--- src/rtl/mem_io_access_unit.sv ---
// Load/store responder: single-cycle RAM stores, sync-RAM loads, ack-based IO accesses with timeout.
// Latency: store 1 cycle, RAM load 3 cycles, IO access N+3 cycles for an ack in wait cycle N.
// Backpressure: stall holds the pipeline while a load or IO access is in flight; released in DONE.
module mem_io_access_unit #(
    parameter int          RAM_ADDR_W   = 14,
    parameter int          IO_ADDR_W    = 16,
    parameter int          IO_TIMEOUT   = 255,
    parameter logic [31:0] TIMEOUT_DATA = 32'hDEADBEEF
) (
    input  logic                  clock,
    input  logic                  reset_n,
    input  logic                  MemRead,
    input  logic                  MemWrite,
    input  logic                  IORead,
    input  logic                  IOWrite,
    input  logic [31:0]           ALU_result,
    input  logic [31:0]           store_data,
    output logic [31:0]           mem_data,
    output logic                  stall,
    output logic [RAM_ADDR_W-1:0] ram_addr,
    output logic [31:0]           ram_wdata,
    output logic                  ram_we,
    input  logic [31:0]           ram_rdata,
    output logic [IO_ADDR_W-1:0]  io_addr,
    output logic [31:0]           io_wdata,
    output logic                  io_rd_req,
    output logic                  io_wr_req,
    input  logic                  io_ack,
    input  logic [31:0]           io_rdata,
    output logic                  err_flag,
    input  logic                  err_clear
);

    localparam int CNT_W = (IO_TIMEOUT < 2) ? 1 : $clog2(IO_TIMEOUT + 1);

    typedef enum logic [1:0] {IDLE, MEM_RD, IO_WAIT, DONE} state_t;

    state_t           state, state_nxt;
    logic [CNT_W-1:0] io_cnt;
    logic             any_strobe, misaligned, multi_strobe, idle_go;
    logic             sel_mw, sel_mr, sel_iw, sel_ir;
    logic             io_timeout, stall_c, err_set;
    logic             unused_bits;

    assign ram_addr    = ALU_result[RAM_ADDR_W+1:2];
    assign ram_wdata   = store_data;
    assign unused_bits = ^ALU_result;

    assign any_strobe   = MemRead | MemWrite | IORead | IOWrite;
    assign misaligned   = any_strobe && (ALU_result[1:0] != 2'b00);
    assign multi_strobe = $countones({MemRead, MemWrite, IORead, IOWrite}) > 1;
    assign idle_go      = (state == IDLE) && reset_n && !misaligned;

    // Fixed priority: MemWrite > MemRead > IOWrite > IORead
    assign sel_mw = idle_go && MemWrite;
    assign sel_mr = idle_go && !MemWrite && MemRead;
    assign sel_iw = idle_go && !MemWrite && !MemRead && IOWrite;
    assign sel_ir = idle_go && !MemWrite && !MemRead && !IOWrite && IORead;

    assign io_timeout = (state == IO_WAIT) && !io_ack && (io_cnt == CNT_W'(IO_TIMEOUT - 1));

    assign ram_we = sel_mw;
    // Gated by reset_n so the PC is released the moment reset asserts
    assign stall  = stall_c && reset_n;

    always_comb begin
        state_nxt = state;
        stall_c   = 1'b0;
        err_set   = 1'b0;
        case (state)
            IDLE: begin
                if (misaligned) begin
                    err_set = 1'b1;
                end else begin
                    err_set = multi_strobe;
                    if (sel_mr) begin
                        stall_c   = 1'b1;
                        state_nxt = MEM_RD;
                    end else if (sel_iw || sel_ir) begin
                        stall_c   = 1'b1;
                        state_nxt = IO_WAIT;
                    end
                end
            end
            MEM_RD: begin
                stall_c   = 1'b1;
                state_nxt = DONE;
            end
            IO_WAIT: begin
                stall_c = 1'b1;
                err_set = io_timeout;
                if (io_ack || io_timeout) state_nxt = DONE;
            end
            DONE: state_nxt = IDLE;
            default: state_nxt = IDLE;
        endcase
    end

    always_ff @(posedge clock or negedge reset_n) begin
        if (!reset_n) begin
            state     <= IDLE;
            mem_data  <= '0;
            io_addr   <= '0;
            io_wdata  <= '0;
            io_rd_req <= 1'b0;
            io_wr_req <= 1'b0;
            io_cnt    <= '0;
            err_flag  <= 1'b0;
        end else begin
            state <= state_nxt;
            case (state)
                IDLE: begin
                    if (misaligned) mem_data <= '0;
                    if (sel_iw || sel_ir) begin
                        io_addr   <= ALU_result[IO_ADDR_W-1:0];
                        io_wdata  <= store_data;
                        io_rd_req <= sel_ir;
                        io_wr_req <= sel_iw;
                        io_cnt    <= '0;
                    end
                end
                MEM_RD: mem_data <= ram_rdata;
                IO_WAIT: begin
                    // An ack arriving in the timeout cycle takes precedence
                    if (io_ack) begin
                        io_rd_req <= 1'b0;
                        io_wr_req <= 1'b0;
                        if (io_rd_req) mem_data <= io_rdata;
                    end else if (io_timeout) begin
                        io_rd_req <= 1'b0;
                        io_wr_req <= 1'b0;
                        if (io_rd_req) mem_data <= TIMEOUT_DATA;
                    end else begin
                        io_cnt <= io_cnt + 1'b1;
                    end
                end
                default: ;
            endcase
            if (err_set)        err_flag <= 1'b1;
            else if (err_clear) err_flag <= 1'b0;
        end
    end

endmodule

--- config.mk ---
export PLATFORM = sky130hd
export DESIGN_NAME = mem_io_access_unit
export DESIGN_NICKNAME = d
export VERILOG_FILES = /design/src/rtl/mem_io_access_unit.sv
export SDC_FILE = /design/constraint.sdc
export NUM_CORES = 1
export LEC_CHECK = 0
export BUFFER_PORTS_ARGS = -buffer_cell sky130_fd_sc_hd__buf_2
export CAP_MARGIN = 20
export CORE_MARGIN = 2
export CORE_UTILIZATION = 30
export DETAILED_ROUTE_END_ITERATION = 10
export SLEW_MARGIN = 0
export SYNTH_ARGS = -nofsm -noshare
export SYNTH_HDL_FRONTEND = slang
export SYNTH_SLANG_ARGS = --single-unit
export TNS_END_PERCENT = 30
--- constraint.sdc ---
create_clock -name clock -period 5.9 [get_ports clock]
set_input_delay 0 -clock clock [delete_from_list [all_inputs] [get_ports clock]]
set_output_delay 0 -clock clock [all_outputs]
set_load 0.05 [all_outputs]
Word level (Yosys, flattened, before mapping)
Index checks and enable logic that the tools add are counted.
{"block": "totals", "reg_bits": 93, "in_bits": 136, "output_inout_bits": 131, "wordCells": 90}
{"block": "classes", "n_addsub": 4, "magnitude_cmp": 1, "n_eq_ne": 14, "muxes": 29, "n_bitwise": 3, "n_reduce_logical": 31}
{"cell": "32-bit two-way mux", "count": 5}
{"cell": "32-bit one-hot mux with 3 select lines", "count": 1}
{"cell": "8-bit two-way mux", "count": 3}
{"cell": "8-bit one-hot mux with 2 select lines", "count": 1}
{"cell": "1-bit logical AND", "count": 13}
{"cell": "1-bit two-way mux", "count": 10}
{"cell": "3-bit != test (second input constant)", "count": 3}
{"cell": "8-bit by 1-bit adder with 8-bit output (second input constant)", "count": 1}
{"cell": "8-bit equality test (second input constant)", "count": 1}
{"cell": "2-bit two-way mux", "count": 4}
{"cell": "2-bit != test (second input constant)", "count": 4}
{"cell": "1-bit one-hot mux with 2 select lines", "count": 4}
{"cell": "2-bit one-hot mux with 4 select lines", "count": 1}
{"cell": "3-bit AND reduction", "count": 2}
{"cell": "2-bit nonzero test", "count": 3}
{"cell": "1-bit logical NOT", "count": 5}
{"cell": "5-bit AND reduction", "count": 1}
{"cell": "1-bit by 1-bit adder with 2-bit output", "count": 2}
{"cell": "2-bit equality test (second input constant)", "count": 2}
{"cell": "2-bit by 1-bit != test with 1-bit output (second input constant)", "count": 2}
{"cell": "4-bit AND reduction", "count": 1}
{"cell": "2-bit by 2-bit adder with 3-bit output", "count": 1}
{"cell": "3-bit by 1-bit > comparator with 1-bit output (second input constant)", "count": 1}
{"cell": "3-bit by 2-bit != test with 1-bit output (second input constant)", "count": 1}
{"cell": "other kinds (7)", "count": 10}

Logic depth before layout (Yosys ltp)
Gate-level depths: netlist (run 1).
{"block": "logic_depth", "word_depth": 16, "mapped_depth": 9, "depth_no_buf": 6}

Worst setup path before layout (run 1)
Ideal clock, no wire load.
{"block": "synth_path", "path_type": "reg2out", "from": "register state[0]", "to": "output stall", "t_arrival_ns": 1.962, "path_slack_ns": 3.938, "path_stages_with_launch": 9, "path_buffers": 2, "path_cell_list": "dfrtp_1 > inv_1 > ha_1 > buf_4 > nor3b_2 > nand3_1 > clkbuf_1 > o211ai_1 > and3b_1"}
{"block": "synth_between", "elab_chain_len": 13}
{"item": "start: declaration", "line": "38", "text": "state_t state, state_nxt;"}
{"item": "start signal: assignment", "line": "110", "text": "state <= state_nxt;"}
{"item": "2-bit logical NOT", "line": "52, 70"}
{"item": "1-bit logical AND (2 in a row)", "line": "52", "text": "assign idle_go = (state == IDLE) && reset_n && !misaligned;"}
{"item": "1-bit logical AND", "line": "56, 57, 58"}
{"item": "1-bit logical AND", "line": "57, 58"}
{"item": "1-bit logical AND (2 in a row)", "line": "58", "text": "assign sel_ir = idle_go && !MemWrite && !MemRead && !IOWrite && IORead;"}
{"item": "1-bit logical OR", "line": "79", "text": "end else if (sel_iw || sel_ir) begin"}
{"item": "1-bit two-way mux", "line": "79"}
{"item": "1-bit two-way mux", "line": "76", "text": "if (sel_mr) begin"}
{"item": "1-bit two-way mux", "line": "72", "text": "if (misaligned) begin"}
{"item": "1-bit one-hot mux with 2 select lines (*)", "line": "70", "text": "case (state)"}
{"item": "1-bit logical AND (*)", "line": "64", "text": "assign stall = stall_c && reset_n;"}
{"item": "end: declaration", "line": "19", "text": "output logic stall,"}
Every way passes the cells marked *; elsewhere a longest branch is shown, timed or not.

Worst setup path after layout (run 1)
{"block": "layout_path", "from": "register state[0]", "to": "register io_wr_req"}
{"block": "layout_between", "elab_chain_len": 10}
{"item": "2-bit logical NOT", "line": "52, 111"}
{"item": "1-bit logical AND (2 in a row)", "line": "52"}
{"item": "1-bit logical AND (2 in a row)", "line": "57, 58"}
{"item": "1-bit logical AND (2 in a row)", "line": "58"}
{"item": "1-bit logical OR", "line": "114", "text": "if (sel_iw || sel_ir) begin"}
{"item": "2-bit by 1-bit != test with 1-bit output (no line)"}
{"item": "3-bit AND reduction (no line)"}
{"item": "end signal: assignment", "line": "118", "text": "io_wr_req <= sel_iw;"}
{"item": "end: declaration", "line": "27", "text": "output logic io_wr_req,"}
Parallel ways exist; a longest one is shown, timed or not. The select of a mux whose other input is x is not followed.
A chain may end at the register's enable or synchronous reset.

==> metrics.md, run 1 <==
| Metric | Value |
|---|---|
| Outcome | finished, final reports clean |
| Crit path cell chain | inv_1, ha_1, nor3b_2, and3_2, o21ai_0, a22o_1 |
| Die area | around 0.017 mm² |
| Die Span X | roughly 130 µm |
| Worst endpoint required time | roughly 6 ns |
| Clk pin slew, worst setup/hold paths | about 0.07 ns |
| CTS Sinks | 93 |
| P_int | ~1.7 mW |
| Nets | between 900 and 1000 |
| Startpoint types | flop |
| Tot Pwr | ~3.5 mW |
| Initial core utilization | between 30 and 40% |
| Synth warnings | 0 |
| Worst vdd ir | between 0.2 and 0.25 mV |
| Post-synth net total | ~670 |
| Row Count | 46 |
| Number of port buffers | between 200 and 300 |
| CTS root buf | clkbuf_16 |
| Vias | 4439 |
| Crit. End Element | flop |
| Max Cap Viol | 0 |
| Met2 Track Usage GR | about a quarter |
| DP Area | 0.00588 mm² |
| Synth top cells by count | nand2_1 (170), dfrtp_1 (93), buf_4 (47) |
| Worst Path Arrival | roughly 3.0 ns |
| Clock power share | around 16% |
| Multi-input logic area | around 0.0019 mm² |
| Yosys top cell area share | approximately half |
| Crit share post-route | a little under half |
| Main combinational cell family by area after synthesis | simple AND/OR/NAND/NOR gates |
| Mux cell area share after synthesis | ~7.5% |
| Final HPWL from detailed placement | around 9 mm |
| Initial antenna violation count | 1 |
| CP peak stage delay | around 0.8 ns |
| Final Hold Fails | 0 |
| Pre-antenna DRT Iters | 4 |
| Avg Synthesized Cell Area | between 9 and 10 µm² |
| Pre-CTS setup slack | 3.11 ns |
| Adder-cell area share of the yosys netlist | under 10% |
| Final min period | between 2 and 3 ns |
| Final setup vio count | 0 |
| Sw Ratio | about half |
| Die Span Y | 130 µm |
| Top FF cell, synth | dfrtp_1 |
| Routed wire length | ~14 mm |
| Drt drc | 0 |
| Area grow syn2layout | 39.4% |
| GRT busiest layer | met2 |
| Final setup margin | 3.15 ns |
| Vias per std cell | 4.50 |
| Most common cell in the netlist | nand2_1 |
| Max_slew headroom | about 40% |
| Slew Limit Fails | 0 |
| H-tree depth | 3 |
| Largest net degree at the start of global routing | 55 |
| Setup_tns | 0 ns |
| P_sw | between 1.5 and 2 mW |
| RSZ-0062 raised after global routing | false |
| Core area | 0.0158 mm² |
| Slowest CP cell | and3_2 |
| Final Hold Slack | 0.0376 ns |
| Seq/Total Area, Yosys | 48.6% |
| Post-Route Utilization | between 40% and 50% |
| Worst-Margin Slew | a little under 0.9 ns |
| PD cells | between 500 and 600 mW/mm² |
| Congestion Overflow GR | 0 |
| Async set-reset flop share out of synthesis | 100% |
| EDFF count, synth | 0 |
| Total GRT Usage | 15.4% |
| Top post-synthesis cells by area | dfrtp_1 (49%), nand2_1 (13%), buf_4 (7.4%) |
| Cell taking the most area after synthesis | dfrtp_1 |
| M1 GR Usage | a little under a fifth |
| CTS tree | yes |
| Xor and xnor area share after synthesis | 0% |
| Achievable frequency | between 0.3 and 0.4 GHz |
| FF+latch area | 0.00233 mm² |
| Flop and latch count out of synthesis | 93 |
| Post-synth cell types | between 40 and 50 |
| Placed insts | around 900 |
| Vias in the first global route | roughly 4200 |
| Final setup skew | 0.00607 ns |
| Gp weighted congestion | 0.717 |
| CP Class | reg2reg |
| Routed Antenna Nets | 0 |
| First-pass GRT wire length | ~20 mm |
| Wire length per cell | between 10 and 15 µm |
| Latest clock arrival within the worst-skew pair | approximately 0.34 ns |
| Min-delay worst type | in2reg |
| P_leak | roughly 3.6 nW |
| Compound-gate portion of the synthesized area | 11.8% |
| Clock buffer depth | 2 |
| Share of layout cells above drive strength 1 | between 40 and 50% |
| Simple-Gate Fraction of Synth Area | a little under a fifth |
| DR iter-0 viols | approximately 110 |
| Register share of total power | 28.5% |
| Logic pwr share | 55.7% |
| CTS buffer count | 9 |
| Fill cells | 1578 |
| Post_cts resized | 0 |
| Finished Layout Cells | just under 1000 |
| Number of diodes | 0 |
| Crit-path max FO | between 40 and 50 |
| Final instance area | 0.00668 mm² |
| Ports | about 270 |
| Synthesized instance count | around 520 |
| Synth Cell Area | about 0.0048 mm² |
| M3 GR Usage | 4.15% |
## cell usage in the layout, fill, tap and decap left out, types with 2 or more instances in the layout
| cell | instances |
|---|---|
| and3_1 | 2 |
| dfrtp_1 | 93 |
| clkinvlp_4 | 3 |
| buf_2 | 249 |
| inv_1 | 11 |
| nor2_1 | 11 |
| or4_1 | 3 |
| mux2_2 | 31 |
| clkbuf_16 | 9 |
| dlygate4sd3_1 | 50 |
| nand2_1 | 170 |
| o22ai_1 | 2 |
| nand2b_1 | 2 |
| ha_1 | 8 |
| o311ai_2 | 2 |
| and2_1 | 3 |
| o211ai_1 | 6 |
| nor3b_1 | 3 |
| a22oi_1 | 8 |
| buf_4 | 5 |
| o31ai_1 | 2 |
| a21oi_1 | 26 |
| o21ai_0 | 37 |
| nand3_1 | 7 |
## sequential cells by signal, indices dropped and copies added, names as in the netlist
signal and count:
err_flag 1, io_addr 16, io_cnt 8, io_rd_req 1
io_wdata 32, io_wr_req 1, mem_data 32, state 2
## per-layer routing
metal	wire length, µm	share of wire [%]	up-vias
met5	13	0.096	-
met4	193	1.4	2
met3	1110	8.2	13
met2	6330	47	189
met1	5900	44	2051
li1	-	-	2184
## final timing paths
path | endpoint | slack [ns] | from | cells past startpoint
worst max-delay path | io_wr_req | 3.15 | state[0] | 6
worst min-delay path | mem_data[20] | 0.04 | io_rdata[20] | 4
worst max register to register | io_wr_req | 3.15 | state[0] | 6
worst min register to register | io_wdata[28] | 0.47 | io_wdata[28] | 2
max in group asynchronous | mem_data[11] | 4.54 | reset_n | 3
min in group asynchronous | mem_data[10] | 0.21 | reset_n | 2
## power groups by stage
| stage | combinational [mW] | sequential [mW] | clock, mW |
|---|---|---|---|
| 2_1_floorplan | 0.840 | 1.63 | 0 |
| 3_3_place_gp | 1.88 | 0.991 | 0 |
| 3_5_place_dp | 1.90 | 0.990 | 0 |
| 4_1_cts | 1.92 | 0.986 | 0.574 |
| 5_1_grt | 2.08 | 1.02 | 0.592 |
| 6_report | 1.93 | 0.986 | 0.543 |
## worst max-delay path: cells and delay by family (launching register included)
family | cells | cell delay (ns)
compound gates | 2 | 0.60
fa+ha+maj | 1 | 0.35
buf+inv | 1 | 0.11
flops | 1 | 0.42
simple gates | 2 | 1.15
## cells by family after synthesis
kind of cell | Yosys count
and+or+nand+nor | 211
DFF | 93
AOI/OAI and AO/OA | 92
buffers and inverters | 87
muxes | 32
adders and majority gates | 9
## area by class of cell
class                   instances  area share [%]
repair buffers                306            27.2
multi-input cells             344            29.0
clock inverters                 5           0.543
well taps                     216            4.04
inverters                      12           0.674
clock buffers                  11            3.63
flip-flops and latches         93            34.8
## timing repair
item                      CTS  global route
hold buffers               50             0
setup buffers               0             0
hold endpoints to repair   88             0
No activity file was read; power rests on OpenSTA's default activity.
==> run 2, diff against run 1 <==
==> constraint.sdc (replaced) <==
create_clock -name clock -period 2.51 [get_ports clock]
set_input_delay 0 -clock clock [delete_from_list [all_inputs] [get_ports clock]]
set_output_delay 0 -clock clock [all_outputs]
set_load 0.05 [all_outputs]
==> metrics.md, run 2 (synthesis results as in run 1) <==
| Metric | Value |
|---|---|
| DR iter-0 viols | 165 (was 112) |
| Die Span Y | 130 µm (unchanged) |
| Number of port buffers | 250 (unchanged) |
| Worst Path Arrival | 2.24 ns (was 2.98 ns) |
| Startpoint types | flop (unchanged) |
| Worst vdd ir | 0.542 mV (was 0.204 mV) |
| Crit path cell chain | inv_1, ha_1, nor3b_2, nand3_4, o211ai_1, and3b_1, buf_2 (was inv_1, ha_1, nor3b_2, and3_2, o21ai_0, a22o_1) |
| Initial antenna violation count | 2 (was 1) |
| Slew Limit Fails | 0 (unchanged) |
| Largest net degree at the start of global routing | 60 (was 55) |
| Final setup skew | 0.00775 ns (was 0.00607 ns) |
| Outcome | finished, final reports clean (unchanged) |
| Congestion Overflow GR | 0 (unchanged) |
| Most common cell after layout, fill and taps aside | buf_2 (unchanged) |
| CTS Sinks | 93 (unchanged) |
| Slowest CP cell | dfrtp_1 (was and3_2) |
| Nets | 916 (was 911) |
| RSZ-0062 raised after global routing | false (unchanged) |
| Share of layout cells above drive strength 1 | 41.0% (was 40.5%) |
| Hold path endpoint | mem_data[8] (was mem_data[20]) |
| Fill cells | 1589 (was 1578) |
| Pre-antenna DRT Iters | 4 (unchanged) |
| R2r startpoint | state[0] (unchanged) |
| Worst-Margin Slew | 0.981 ns (was 0.892 ns) |
| Setup Fix Bufs, Post-CTS | 0 (unchanged) |
| Core area | 0.0158 mm² (unchanged) |
| Vias per std cell | 4.51 (was 4.50) |
| Pre-CTS setup slack | 0.341 ns (was 3.11 ns) |
| CTS root buf | clkbuf_16 (unchanged) |
| Crit share post-route | 89.3% |
| Reg-to-reg slack, setup | 0.33 ns (was 3.15 ns) |
| Min-delay worst type | in2reg (unchanged) |
| Initial core utilization | 30.4% (unchanged) |
| Hold path cells | 4 (unchanged) |
| Clock buffer depth | 2 (unchanged) |
| Routed Antenna Nets | 0 (unchanged) |
| FF+latch area | 0.00233 mm² (unchanged) |
| CTS tree | yes (unchanged) |
| Post-Route Utilization | 43.0% (was 42.4%) |
| Hold path startpoint | io_rdata[8] (was io_rdata[20]) |
| Gp weighted congestion | 0.789 (was 0.717) |
| First-pass GRT wire length | 20.5 mm (about the same) |
| Latest clock arrival within the worst-skew pair | 0.34 ns (about the same) |
| Crit. End Element | output port (was flop) |
| Final HPWL from detailed placement | 9.36 mm (was 9.22 mm) |
| R2r worst-path depth | 6 (unchanged) |
| Setup_tns | 0 ns (unchanged) |
| Multi-input logic area | 0.00195 mm² (was 0.00194 mm²) |
| Vias | 4483 (was 4439) |
| P_leak | 3.66 nW (was 3.61 nW) |
| Clk pin slew, worst setup/hold paths | 0.07 ns (about the same) |
| Achievable frequency | 0.446 GHz |
| Final setup vio count | 0 (unchanged) |
| Final min period | roughly 2.2 ns |
| Largest regs | io_wdata x32, mem_data x32, io_addr x16 (unchanged) |
| R2R Path End | io_cnt[4] (was io_wr_req) |
| CP Class | reg2out (was reg2reg) |
| Worst endpoint required time | 2.51 ns (was 6.13 ns) |
| Final Hold Slack | 0.0368 ns (was 0.0376 ns) |
| Commonest cells after routing, fill and taps aside | buf_2 (249), nand2_1 (170), dfrtp_1 (93), dlygate4sd3_1 (50), o21ai_0 (37) (unchanged) |
| Max Cap Viol | 0 (unchanged) |
| Final setup margin | 0.269 ns (was 3.15 ns) |
| Vias in the first global route | 4128 (was 4185) |
| Wire length per cell | 14.0 µm (was 13.7 µm) |
| Max_slew headroom | 34.6% (was 40.6%) |
| Placed insts | 926 (was 920) |
| H-tree depth | 3 (unchanged) |
| Drt drc | 0 (unchanged) |
| Die Span X | 130 µm (unchanged) |
| Die area | 0.0170 mm² (unchanged) |
| Area grow syn2layout | 41.5% (was 39.4%) |
| Finished Layout Cells | 993 (was 987) |
| Crit-path max FO | 11 (was 47) |
| CTS buffer count | 9 (unchanged) |
| CP peak stage delay | 0.42 ns (was 0.82 ns) |
| Total GRT Usage | 15.4% (about the same) |
| Final Hold Fails | 0 (unchanged) |
| Routed wire length | 13.9 mm (was 13.5 mm) |
| PD cells | 1230 mW/mm² (was 517 mW/mm²) |
| Row Count | 46 (unchanged) |
| Ports | 267 (unchanged) |
## run 2: changes by cell type in the layout (fill, tap and decap cells not counted)
| cell | delta |
|---|---|
| clkbuf_8 | -1 |
| clkbuf_1 | -1 |
| clkinv_4 | +1 |
| buf_8 | -1 |
| nand3_2 | -1 |
| clkinv_2 | -1 |
| buf_12 | +1 |
| nand3_4 | +1 |
| bufinv_16 | +2 |
| diode_2 | +1 |
| buf_4 | +5 |
## run 2: timing repair
| action | in CTS | in global routing |
|---|---|---|
| hold buffers | 50 | 0 |
| resized for setup | 0 | 1 |
| hold endpoints to repair | 83 | 0 |
| endpoints found under the setup margin | 0 | 1 |
## run 2: how the worst max path moves through the flow
stage / startpoint / endpoint / cells after the start
floorplan: state[0] / stall / 8
global placement: state[0] / io_cnt[4] / 6
detailed placement: state[0] / io_cnt[4] / 6
CTS: state[0] / stall / 7
global route: state[0] / stall / 7
finish: state[0] / stall / 7
## run 2: layer usage
metal	part of all wire (%)	wire length (µm)	vias to the layer above	global-route usage, %
met2	47	6500	199	25.7
li1	-	-	2194	-
met3	9.2	1280	13	4.76
met5	0.094	13	-	0
met4	1.2	165	2	5.26
met1	43	5900	2075	19.0
## run 2: metrics by stage
stage,total power [mW],cell area [µm²]
finish,8.36,6780
global route,8.88,6780
CTS,8.45,6770
detailed placement,6.88,5940
global placement,6.84,5940
floorplan,5.81,4790
## run 2: cell type report
cell class,instances,area share (%)
flip-flops and latches,93,34.3
multi-input cells,344,28.7
repair buffers,311,27.5
well taps,216,3.99
clock buffers,9,3.32
clock inverters,7,1.48
inverters,12,0.664
diodes,1,0.0369
## run 2: worst max-delay path, delay by kind of cell (launching register included)
family	cells	cell delay, ns
flops	1	0.42
fa+ha+maj	1	0.18
compound gates	1	0.15
simple gates	3	0.76
buf+inv	2	0.40
## run 2: power by group
part	switching (mW)	internal [mW]	total, mW
clock network	0.592	0.876	1.47
logic	3.19	1.38	4.57
registers	0.306	2.02	2.32
==> run 3, diff against run 2 <==
--- a/config.mk
+++ b/config.mk
@@ -8,8 +8,9 @@
 export BUFFER_PORTS_ARGS = -buffer_cell sky130_fd_sc_hd__buf_2
 export CAP_MARGIN = 20
 export CORE_MARGIN = 2
-export CORE_UTILIZATION = 30
+export CORE_UTILIZATION = 41
 export DETAILED_ROUTE_END_ITERATION = 10
+export PLACE_DENSITY = 0.78
 export SLEW_MARGIN = 0
 export SYNTH_ARGS = -nofsm -noshare
 export SYNTH_HDL_FRONTEND = slang
==> metrics.md, run 3 (synthesis results as in run 1) <==
| Metric | Value |
|---|---|
| Drt drc | 0 (unchanged) |
| Post-Route Utilization | 58.3% (was 43.0%) |
| Die Span X | 112 µm (was 130 µm) |
| R2R Path End | mem_data[4] (was io_cnt[4]) |
| Congestion Overflow GR | 0 (unchanged) |
| Crit path cell chain | inv_1, ha_1, buf_4, o211ai_2, and3_1, buf_12, mux2_1 (was inv_1, ha_1, nor3b_2, nand3_4, o211ai_1, and3b_1, buf_2) |
| Pre-antenna DRT Iters | 4 (unchanged) |
| Final setup skew | 0.00621 ns (was 0.00775 ns) |
| Nets | 916 (unchanged) |
| Final Hold Fails | 0 (unchanged) |
| Ports | 267 (unchanged) |
| Hold path endpoint | mem_data[20] (was mem_data[8]) |
| Vias in the first global route | 4384 (was 4128) |
| Min-delay worst type | in2reg (unchanged) |
| CTS tree | yes (unchanged) |
| Area grow syn2layout | 39.0% (was 41.5%) |
| Crit. End Element | flop (was output port) |
| First-pass GRT wire length | 20.9 mm (was 20.5 mm) |
| Initial antenna violation count | 0 (was 2) |
| Crit-path max FO | 35 (was 11) |
| H-tree depth | 3 (unchanged) |
| Number of diodes | 0 (was 1) |
| Pre-CTS setup slack | 0.128 ns (was 0.341 ns) |
| Clock buffer depth | 2 (unchanged) |
| Gp weighted congestion | 0.839 (was 0.789) |
| Achievable frequency | 0.453 GHz (was 0.446 GHz) |
| WP buf/inv | 3 (was 2) |
| Reg-to-reg slack, setup | 0.30 ns (was 0.33 ns) |
| Crit path max-delay family | buffers and inverters (was simple AND/OR/NAND/NOR gates) |
| PD cells | 1230 mW/mm² (about the same) |
| Final setup vio count | 0 (unchanged) |
| Final Hold Slack | 0.0400 ns (was 0.0368 ns) |
| Row Count | 39 (was 46) |
| Worst endpoint required time | 2.73 ns (was 2.51 ns) |
| Outcome | finished, final reports clean (unchanged) |
| Crit share post-route | 87.9% (was 89.3%) |
| Worst Path Arrival | 2.42 ns (was 2.24 ns) |
| CP Class | reg2reg (was reg2out) |
| Share of layout cells above drive strength 1 | 40.6% (was 41.0%) |
| Final min period | 2.21 ns (was 2.24 ns) |
| R2r worst-path depth | 7 (was 6) |
| CP peak stage delay | 0.42 ns (about the same) |
| Worst vdd ir | 0.763 mV (was 0.542 mV) |
| Setup_tns | 0 ns (unchanged) |
| Hold path cells | 4 (unchanged) |
| Startpoint types | flop (unchanged) |
| Slowest CP cell | dfrtp_1 (unchanged) |
| Hold path startpoint | io_rdata[20] (was io_rdata[8]) |
| Initial core utilization | 42.0% (was 30.4%) |
| Clk pin slew, worst setup/hold paths | 0.06 ns (was 0.07 ns) |
| Fill cells | 963 (was 1589) |
| Number of port buffers | 250 (unchanged) |
| Largest regs | io_wdata x32, mem_data x32, io_addr x16 (unchanged) |
| CTS root buf | clkbuf_16 (unchanged) |
| Routed wire length | 13.2 mm (was 13.9 mm) |
| Wire length per cell | 14.4 µm (was 14.0 µm) |
| Max Cap Viol | 0 (unchanged) |
| Core area | 0.0114 mm² (was 0.0158 mm²) |
| Final setup margin | 0.304 ns (was 0.269 ns) |
| Setup Fix Bufs, Post-CTS | 0 (unchanged) |
| CTS buffer count | 9 (unchanged) |
| Vias | 4511 (was 4483) |
| Latest clock arrival within the worst-skew pair | 0.33 ns (was 0.34 ns) |
| Worst-Margin Slew | 0.706 ns (was 0.981 ns) |
| Total GRT Usage | 20.7% (was 15.4%) |
| Max_slew headroom | 52.9% (was 34.6%) |
| DR iter-0 viols | 248 (was 165) |
| RSZ-0062 raised after global routing | false (unchanged) |
| Commonest cells after routing, fill and taps aside | buf_2 (249), nand2_1 (170), dfrtp_1 (93), dlygate4sd3_1 (51), o21ai_0 (37) (was buf_2 (249), nand2_1 (170), dfrtp_1 (93), dlygate4sd3_1 (50), o21ai_0 (37)) |
| Largest net degree at the start of global routing | 49 (was 60) |
| Most common cell after layout, fill and taps aside | buf_2 (unchanged) |
| Die area | 0.0126 mm² (was 0.0170 mm²) |
| CTS Sinks | 93 (unchanged) |
| Final HPWL from detailed placement | 8.80 mm (was 9.36 mm) |
| Slew Limit Fails | 0 (unchanged) |
| Die Span Y | 112 µm (was 130 µm) |
| R2r startpoint | state[0] (unchanged) |
| Vias per std cell | 4.91 (was 4.51) |
| Routed Antenna Nets | 0 (unchanged) |
| P_leak | 3.66 nW (about the same) |
[run 3: cell types whose count changed in the layout (fill, tap and decap cells not counted), sizes merged]
| cell | delta |
|---|---|
| dlygate4sd3 | +1 |
| clkbuf | +2 |
| diode | -1 |
| buf | -1 |
| clkinv | +1 |
| bufinv | -1 |
| clkinvlp | -3 |
[run 3: layer usage]
| metal | GRT usage, % | part of all wire, % |
|---|---|---|
| met1 | 24.9 | 41 |
| met2 | 36.8 | 51 |
| met3 | 3.78 | 6.9 |
| met4 | 7.80 | 1.9 |
| met5 | 0 | 0 |
[run 3: how the worst max path moves through the flow]
stage | startpoint | endpoint | cells after the start
after floorplan | state[0] | stall | 8
after global placement | state[0] | io_cnt[4] | 6
after detailed placement | state[0] | io_cnt[4] | 6
after CTS | state[0] | io_cnt[6] | 6
after global routing | state[1] | io_cnt[4] | 6
final | state[0] | mem_data[4] | 7
[run 3: power breakdown]
| group | switching (mW) | internal [mW] |
|---|---|---|
| registers | 0.311 | 2.02 |
| clock network | 0.558 | 0.793 |
| logic | 3.12 | 1.37 |
[run 3: timing repair]
action                                  in CTS  in global routing
endpoints found under the setup margin       0                  6
hold buffers                                51                  0
hold endpoints to repair                   142                  0
resized for setup                            0                  1
[run 3: final cells by class]
cell class                 count  area [µm²]  share of cell area, %
clock buffer                  11         243                   3.65
clock inverter                 4        48.8                  0.733
inverter                      12        45.0                  0.676
multi-input combinational    344        1940                   29.2
sequential                    93        2330                   34.9
tap                          143         179                   2.69
timing repair buffer         311        1870                   28.1
[run 3: worst reg2reg max path, stage by stage (launching register included)]
cell      delay [ns]
dfrtp_1         0.42
inv_1           0.11
ha_1            0.27
buf_4           0.35
o211ai_2        0.19
and3_1          0.25
buf_12          0.18
mux2_1          0.32
[run 3: per-stage QoR]
step | total power, mW | area (µm²) | std cells
global placement | 6.68 | 5840 | 851
detailed placement | 6.78 | 5850 | 852
global route | 8.64 | 6660 | 918
CTS | 8.21 | 6650 | 918
floorplan | 5.81 | 4790 | 524
finish | 8.17 | 6660 | 918
